$ cat src/rtl/wb_regfile.sv
// wb_regfile: write-back stage and architectural register file.
//
// This block takes the registered MEM/WB bundle and picks the write-back value. It
// commits that value to the GPR array, serves the two ID-stage read ports, and
// counts the register writes that actually commit.
//
// Ports:
//   clk_i       clock; all state changes on posedge
//   rst_i       asynchronous reset, active low
//   WB_i        [1]=RegWrite, [0]=MemtoReg
//   addr_i      ALU result from MEM/WB
//   data_i      memory load data from MEM/WB
//   rd_i        destination register index
//   rs_addr_i   read port A index
//   rt_addr_i   read port B index
//   rs_data_o   read port A data (combinational)
//   rt_data_o   read port B data (combinational)
//   wb_data_o   selected write-back value (combinational, feeds EX forwarding)
//   wb_count_o  number of committed register writes (wraps silently)
//
// Build option:
//   WB_BYPASS_EN  when defined, a read of the register being written in the same
//                 cycle returns wb_data_o before the clock edge (write-through).
//                 When undefined, reads return only stored contents, so a read in
//                 the same cycle as the write sees the old value.

module wb_regfile #(
  parameter int unsigned DATA_W = 32,
  parameter int unsigned NREG   = 32,
  parameter int unsigned CNT_W  = 16,
  localparam int unsigned AW    = $clog2(NREG)
) (
  input  logic              clk_i,
  input  logic              rst_i,
  input  logic [1:0]        WB_i,
  input  logic [DATA_W-1:0] addr_i,
  input  logic [DATA_W-1:0] data_i,
  input  logic [AW-1:0]     rd_i,
  input  logic [AW-1:0]     rs_addr_i,
  input  logic [AW-1:0]     rt_addr_i,
  output logic [DATA_W-1:0] rs_data_o,
  output logic [DATA_W-1:0] rt_data_o,
  output logic [DATA_W-1:0] wb_data_o,
  output logic [CNT_W-1:0]  wb_count_o
);

  logic [DATA_W-1:0] gpr_q [NREG];
  logic [CNT_W-1:0]  wb_count_q;
  logic              we;

  // Write-back mux is independent of RegWrite so forwarding always sees it.
  assign wb_data_o = WB_i[0] ? data_i : addr_i;

  // r0 is hardwired to zero: a write to it is dropped and is not counted.
  assign we = WB_i[1] && (rd_i != '0);

  always_ff @(posedge clk_i or negedge rst_i) begin
    if (!rst_i) begin
      for (int i = 0; i < NREG; i++) begin
        gpr_q[i] <= '0;
      end
      wb_count_q <= '0;
    end else if (we) begin
      gpr_q[rd_i] <= wb_data_o;
      wb_count_q  <= wb_count_q + 1'b1;
    end
  end

  assign wb_count_o = wb_count_q;

  always_comb begin
    rs_data_o = (rs_addr_i == '0) ? '0 : gpr_q[rs_addr_i];
    rt_data_o = (rt_addr_i == '0) ? '0 : gpr_q[rt_addr_i];
`ifdef WB_BYPASS_EN
    // we already excludes rd_i==0, so r0 can never be bypassed.
    if (we && (rs_addr_i == rd_i)) begin
      rs_data_o = wb_data_o;
    end
    if (we && (rt_addr_i == rd_i)) begin
      rt_data_o = wb_data_o;
    end
`else
`endif
  end

endmodule

$ cat config.mk
export PLATFORM = sky130hd
export DESIGN_NAME = wb_regfile
export DESIGN_NICKNAME = d
export VERILOG_FILES = /design/src/rtl/wb_regfile.sv
export SDC_FILE = /design/constraint.sdc
export NUM_CORES = 2
export LEC_CHECK = 0
export CAP_MARGIN = 15
export CORE_ASPECT_RATIO = 0.75
export CORE_MARGIN = 2
export CORE_UTILIZATION = 50
export DETAILED_ROUTE_END_ITERATION = 8
export DONT_BUFFER_PORTS = 1
export SYNTH_ARGS = -nofsm -noshare
export SYNTH_HDL_FRONTEND = slang
export SYNTH_SLANG_ARGS = --single-unit
$ cat constraint.sdc
create_clock -name clk_i -period 5.7 [get_ports clk_i]
set_clock_uncertainty 0.1 [all_clocks]
set_input_delay 0.285 -clock clk_i [delete_from_list [all_inputs] [get_ports clk_i]]
set_output_delay 0.285 -clock clk_i [all_outputs]
set_load 0.05 [all_outputs]
[After elaboration in Yosys (flattened, before gate mapping)]
Index checks and enable logic that the tools add are counted.
Word-level totals
  bits in registers: 1040
  input bits: 83
  output and inout bits: 112
  logic and storage cells: 58
Cells by class
  add/subtract/negate cells: 1
  magnitude comparators: 4
  multiplexer cells: 12
  bitwise logic cells: 3
  reductions and logical operators: 5
Operator list (count)
  1024-bit bitwise mux: 1
  32-bit binary-select mux with 5-bit select: 2
  32-bit 2-to-1 mux: 8
  32-bit demux with 5-bit select: 1
  6-bit greater-or-equal comparator (second input constant): 3
  5-bit inverter with 6-bit output: 3
  16-bit by 1-bit adder with 16-bit output (second input constant): 1
  5-bit logical NOT: 2
  6-bit by 1-bit < comparator with 1-bit output (second input constant): 1
  5-bit nonzero test: 1
  1-bit logical AND: 2

[Logic depth before layout (Yosys ltp)]
  word-level depth: 6
  mapped depth: 9
  gate-level depth less buffers: 5

[Least setup slack after synthesis]
No wires, ideal clock.
  path kind: input to output
  start point: in rt_addr_i[1]
  end point: out rt_data_o[30]
  data arrival time: 2.898 ns
  setup slack: 2.417 ns
  stages: 9
  path buffers: 5
  cells stage by stage: buf_6 buf_4 buf_6 buf_6 nor2_1 clkbuf_1 a22oi_1 a21oi_1 nor4_1
Between the ends
  cells in the longest elaborated chain, start to end: 5
  elaborated cells between the ends (all ways): 6
  classes of those cells: mux: 4; bitwise: 1; reduce/logical: 1
Ends and longest elaborated chain
  from (decl): line 40  | input logic [AW-1:0] rt_addr_i,
  5-bit inverter with 6-bit output (not written as such): line 73  | rt_data_o = (rt_addr_i == '0) ? '0 : gpr_q[rt_addr_i];
  32-bit binary-select mux with 5-bit select: line 73
  32-bit 2-to-1 mux (not written as such) (2 in a row): line 73
  32-bit 2-to-1 mux *: line 73
  to (decl): line 42  | output logic [DATA_W-1:0] rt_data_o,
Mark *: on every way between the ends. The rest lies on a longest branch, timed or not. The select of a mux whose other input is x is not followed.

[Worst setup path in the final report]
  start point: in rt_addr_i[2]
  end point: out rt_data_o[22]
The elaborated chain is that of the path after synthesis.

==> run_results.csv <==
group,metric,value,unit
outcome,status,"finished, violations left",
outcome,violations,"max-slew violations",
finish,n_antenna_cell,0,
timing,setup_viol,0,
die,start_util,50.65,%
synthesis,ys.flop_type,"dfrtp_1",
pwr,power.combinational.fraction,21.9,%
die,die-area,109800,um2
timing,fin_crit_sh,71.10,%
synthesis,ys_async_sr_fraction,100.0,%
route,antenna_left,0,
placement,dp_hpwl,99040,um
pwr,power.sequential.fraction,45.2,%
setup_path,cp_data_required_time,5.32,ns
finish,final_common_cell,"dfrtp_1",
setup_path,crit_type,"input pin to primary output",
timing,slew_viol_final,219,
finish,final_layout_size_suffix_gt1_share,18.36,%
synthesis,synth_edf_count,0,
die,fp.dieH,287.5,um
placement,numPortBuffers,0,
finish,syn_to_final_growth,10.75,%
clocking,h-tree-depth,3,
placement,place.gp.congestion,0.8699,
route,first_iter_violations,4337,
timing,rsz0062_at_grt,"false",
synthesis,ys_ff_latch,1040,
grt,gr-usage-all-layers,33.12,%
timing,finalSetupTns,0,ns
synthesis,ys_warn_count,0,
clocking,cts.sinks,1040,
hold_path,hold_path_class,"input pin to async pin",
synthesis,synthCells,4884,
clocking,clk_latency,0.73,ns
setup_path,worstSetupEndpointType,"primary output",
synthesis,synthMuxAreaShare,23.07,%
pwr,p_int,15.87,mW
clocking,cts_tree,"done",
route,wl_per_cell,29.49,um
synthesis,synth_top_family_by_area,"multiplexers",
grt,overflow,0,
pwr,cellLeakagePower,25.12,nW
pwr,peakVddDrop,408.6,uV
synthesis,synth_adder_area_share,0.02335,%
pwr,power_frac_clock,32.9,%
clocking,clockBufferDepth,3,
clocking,cts_setup_buffers,0,
die,coreArea,105800,um2
timing,period_needed,4.053,ns
job,drv_cap,0,
synthesis,synth_area,53590,um2
die,io_pins,195,
timing,hold_ws,0.01555,ns
setup_path,worst_ep_arrival_time,3.67,ns
timing,worst_slew_pin_slew,2.436,ns
clocking,clk_pin_slew_worst_paths,0.06,ns
synthesis,synth-simple-area-share,9.208,%
finish,most-common-layout-cells,"dfrtp_1 (1040), a21oi_1 (545), nor2_1 (516), nand2_1 (494), o21ai_0 (449)",
setup_path,critPathMaxFanout,321,
grt,antenna_found_initial,3,
timing,hold_viol,0,
route,routed_wl,180900,um
clocking,clockRootBuffer,"clkbuf_16",
finish,nets,4718,
pwr,switching_share,30.57,%
timing,timing.fmax,246.8,MHz
die,row_count,103,
route,routed_via_density,6.502,
finish,nFillCells,8974,
grt,grt_max_degree,1041,
synthesis,netlist-cell-type-count,59,
synthesis,avgSynthCellArea,10.97,um2
setup_path,start_kind,"input pin",
timing,maxSlewHeadroom,-62.42,%
pwr,power_switching,6.985,mW
grt,grt_pass1_vias,39030,
grt,grt_pass1_wl,268100,um
synthesis,synth_compound_area_share,14.16,%
pwr,powerDensity,385.0,nW/um2
clocking,cts_buffers,102,
die,fp.dieW,382.0,um
synthesis,synth-xor-area-share,0.2452,%
synthesis,yosysSeqAreaShare,48.56,%
route,via_count,39890,
route,dr.pass1.iters,6,
synthesis,syn_nets,4968,
route,drc,0,
## worst max-delay path, stage by stage
cell	delay, ns
mux4_2	0.85
nor2b_1	0.17
o32ai_1	0.85
nor4_2	0.13
buf_4	0.24
## area by class of cell
| cell class | instances | area (um2) | area share [%] |
|---|---|---|---|
| tap | 1417 | 1773 | 2.987 |
| multi-input combinational | 3275 | 26010 | 43.83 |
| inverter | 34 | 127.6 | 0.2150 |
| sequential | 1040 | 26030 | 43.85 |
| clock inverter | 46 | 714.4 | 1.204 |
| timing repair buffer | 181 | 1730 | 2.916 |
| clock buffer | 142 | 2965 | 4.997 |
## power by group through the flow
stage	clock, mW	sequential (mW)	combinational, mW
after global placement	0	10.4	4.60
after global routing	7.89	10.5	5.42
final	7.53	10.3	5.00
after detailed placement	0	10.4	4.71
after floorplan	0	9.98	3.88
after CTS	7.60	10.3	4.80
## metal layers
| layer | share of wire, % | GRT usage (%) | vias up |
|---|---|---|---|
| li1 | - | - | 17210 |
| met1 | 42 | 48.48 | 20340 |
| met2 | 44 | 48.41 | 1978 |
| met3 | 10 | 8.223 | 357 |
| met4 | 3.8 | 11.49 | 4 |
| met5 | 0.013 | 0 | - |
## cells by family after synthesis
logic type	after synthesis
adder cells (fa/ha/maj)	1
AND/OR/NAND/NOR	1208
flip-flops	1040
XOR/XNOR	15
AO/OA/AOI/OAI	1323
multiplexers	728
buffers and inverters	569
## synthesized netlist by cell type (all sizes together), types with 2 or more instances
| cell type | instances | area share [%] |
|---|---|---|
| a311oi | 2 | 0.033 |
| o32ai | 15 | 0.25 |
| mux2i | 290 | 5.4 |
| inv | 33 | 0.23 |
| or3 | 2 | 0.023 |
| xor2 | 4 | 0.065 |
| dfrtp | 1040 | 49 |
| buf | 129 | 1.6 |
| o311a | 2 | 0.037 |
| mux2 | 36 | 0.76 |
| a22o | 56 | 0.92 |
| a21o | 2 | 0.028 |
| a2111oi | 31 | 0.70 |
| and4b | 2 | 0.037 |
| a22oi | 66 | 0.92 |
| nand2 | 506 | 3.5 |
| or2 | 2 | 0.023 |
| nand4 | 3 | 0.035 |
| nand2b | 4 | 0.047 |
| o221ai | 29 | 0.47 |
| and2 | 18 | 0.21 |
| a211oi | 44 | 0.62 |
| nand3 | 12 | 0.11 |
| a21oi | 545 | 5.1 |
| nor3b | 4 | 0.056 |
| nor3 | 48 | 0.45 |
| clkbuf | 406 | 2.9 |
| nor2 | 534 | 3.8 |
| and3 | 6 | 0.070 |
| o21ai | 480 | 4.5 |
| nor4 | 16 | 0.19 |
| mux4 | 402 | 17 |
| xnor2 | 11 | 0.18 |
| nor2b | 39 | 0.46 |
| nand3b | 6 | 0.091 |
| or3b | 3 | 0.049 |
| o22ai | 47 | 0.55 |
## worst paths after layout
| kind | from | endpoint | slack [ns] | cells after the start |
|---|---|---|---|---|
| setup / recovery | rt_addr_i[2] | rt_data_o[22] | 1.65 | 5 |
| hold / removal | rst_i | gpr_q[761] | 0.02 | 1 |
| setup reg to reg | wb_count_o[1] | wb_count_o[2] | 3.63 | 4 |
| hold reg to reg | gpr_q[1012] | gpr_q[1012] | 0.30 | 0 |
| max in group asynchronous | rst_i | gpr_q[521] | 1.98 | 4 |
| min in group clk_i | rd_i[0] | wb_count_o[7] | 0.04 | 3 |
## what timing repair did
action,4_1_cts,5_1_grt
hold buffers,85,1
resized for setup,0,0
hold endpoints to repair,1943,243
## per-stage QoR
step / utilization, % / cell area, um2 / worst slack, ns / std cells / total power, mW
after floorplan: - / 53590 / 2.417 / 4884 / 13.86
after global routing: 56.09 / 59350 / 1.467 / 6135 / 23.84
after detailed placement: 51.62 / 54620 / 2.267 / 5854 / 15.12
after global placement: 51.62 / 54620 / 2.348 / 5854 / 14.96
final: 56.09 / 59350 / 1.647 / 6135 / 22.85
after CTS: 55.92 / 59160 / 1.989 / 6127 / 22.70
## flip-flops by register name (all words and copies together), names as in the netlist
| name | flops |
|---|---|
| gpr_q | 1024 |
| wb_count_o | 16 |
(Power assumes the default switching activity.)
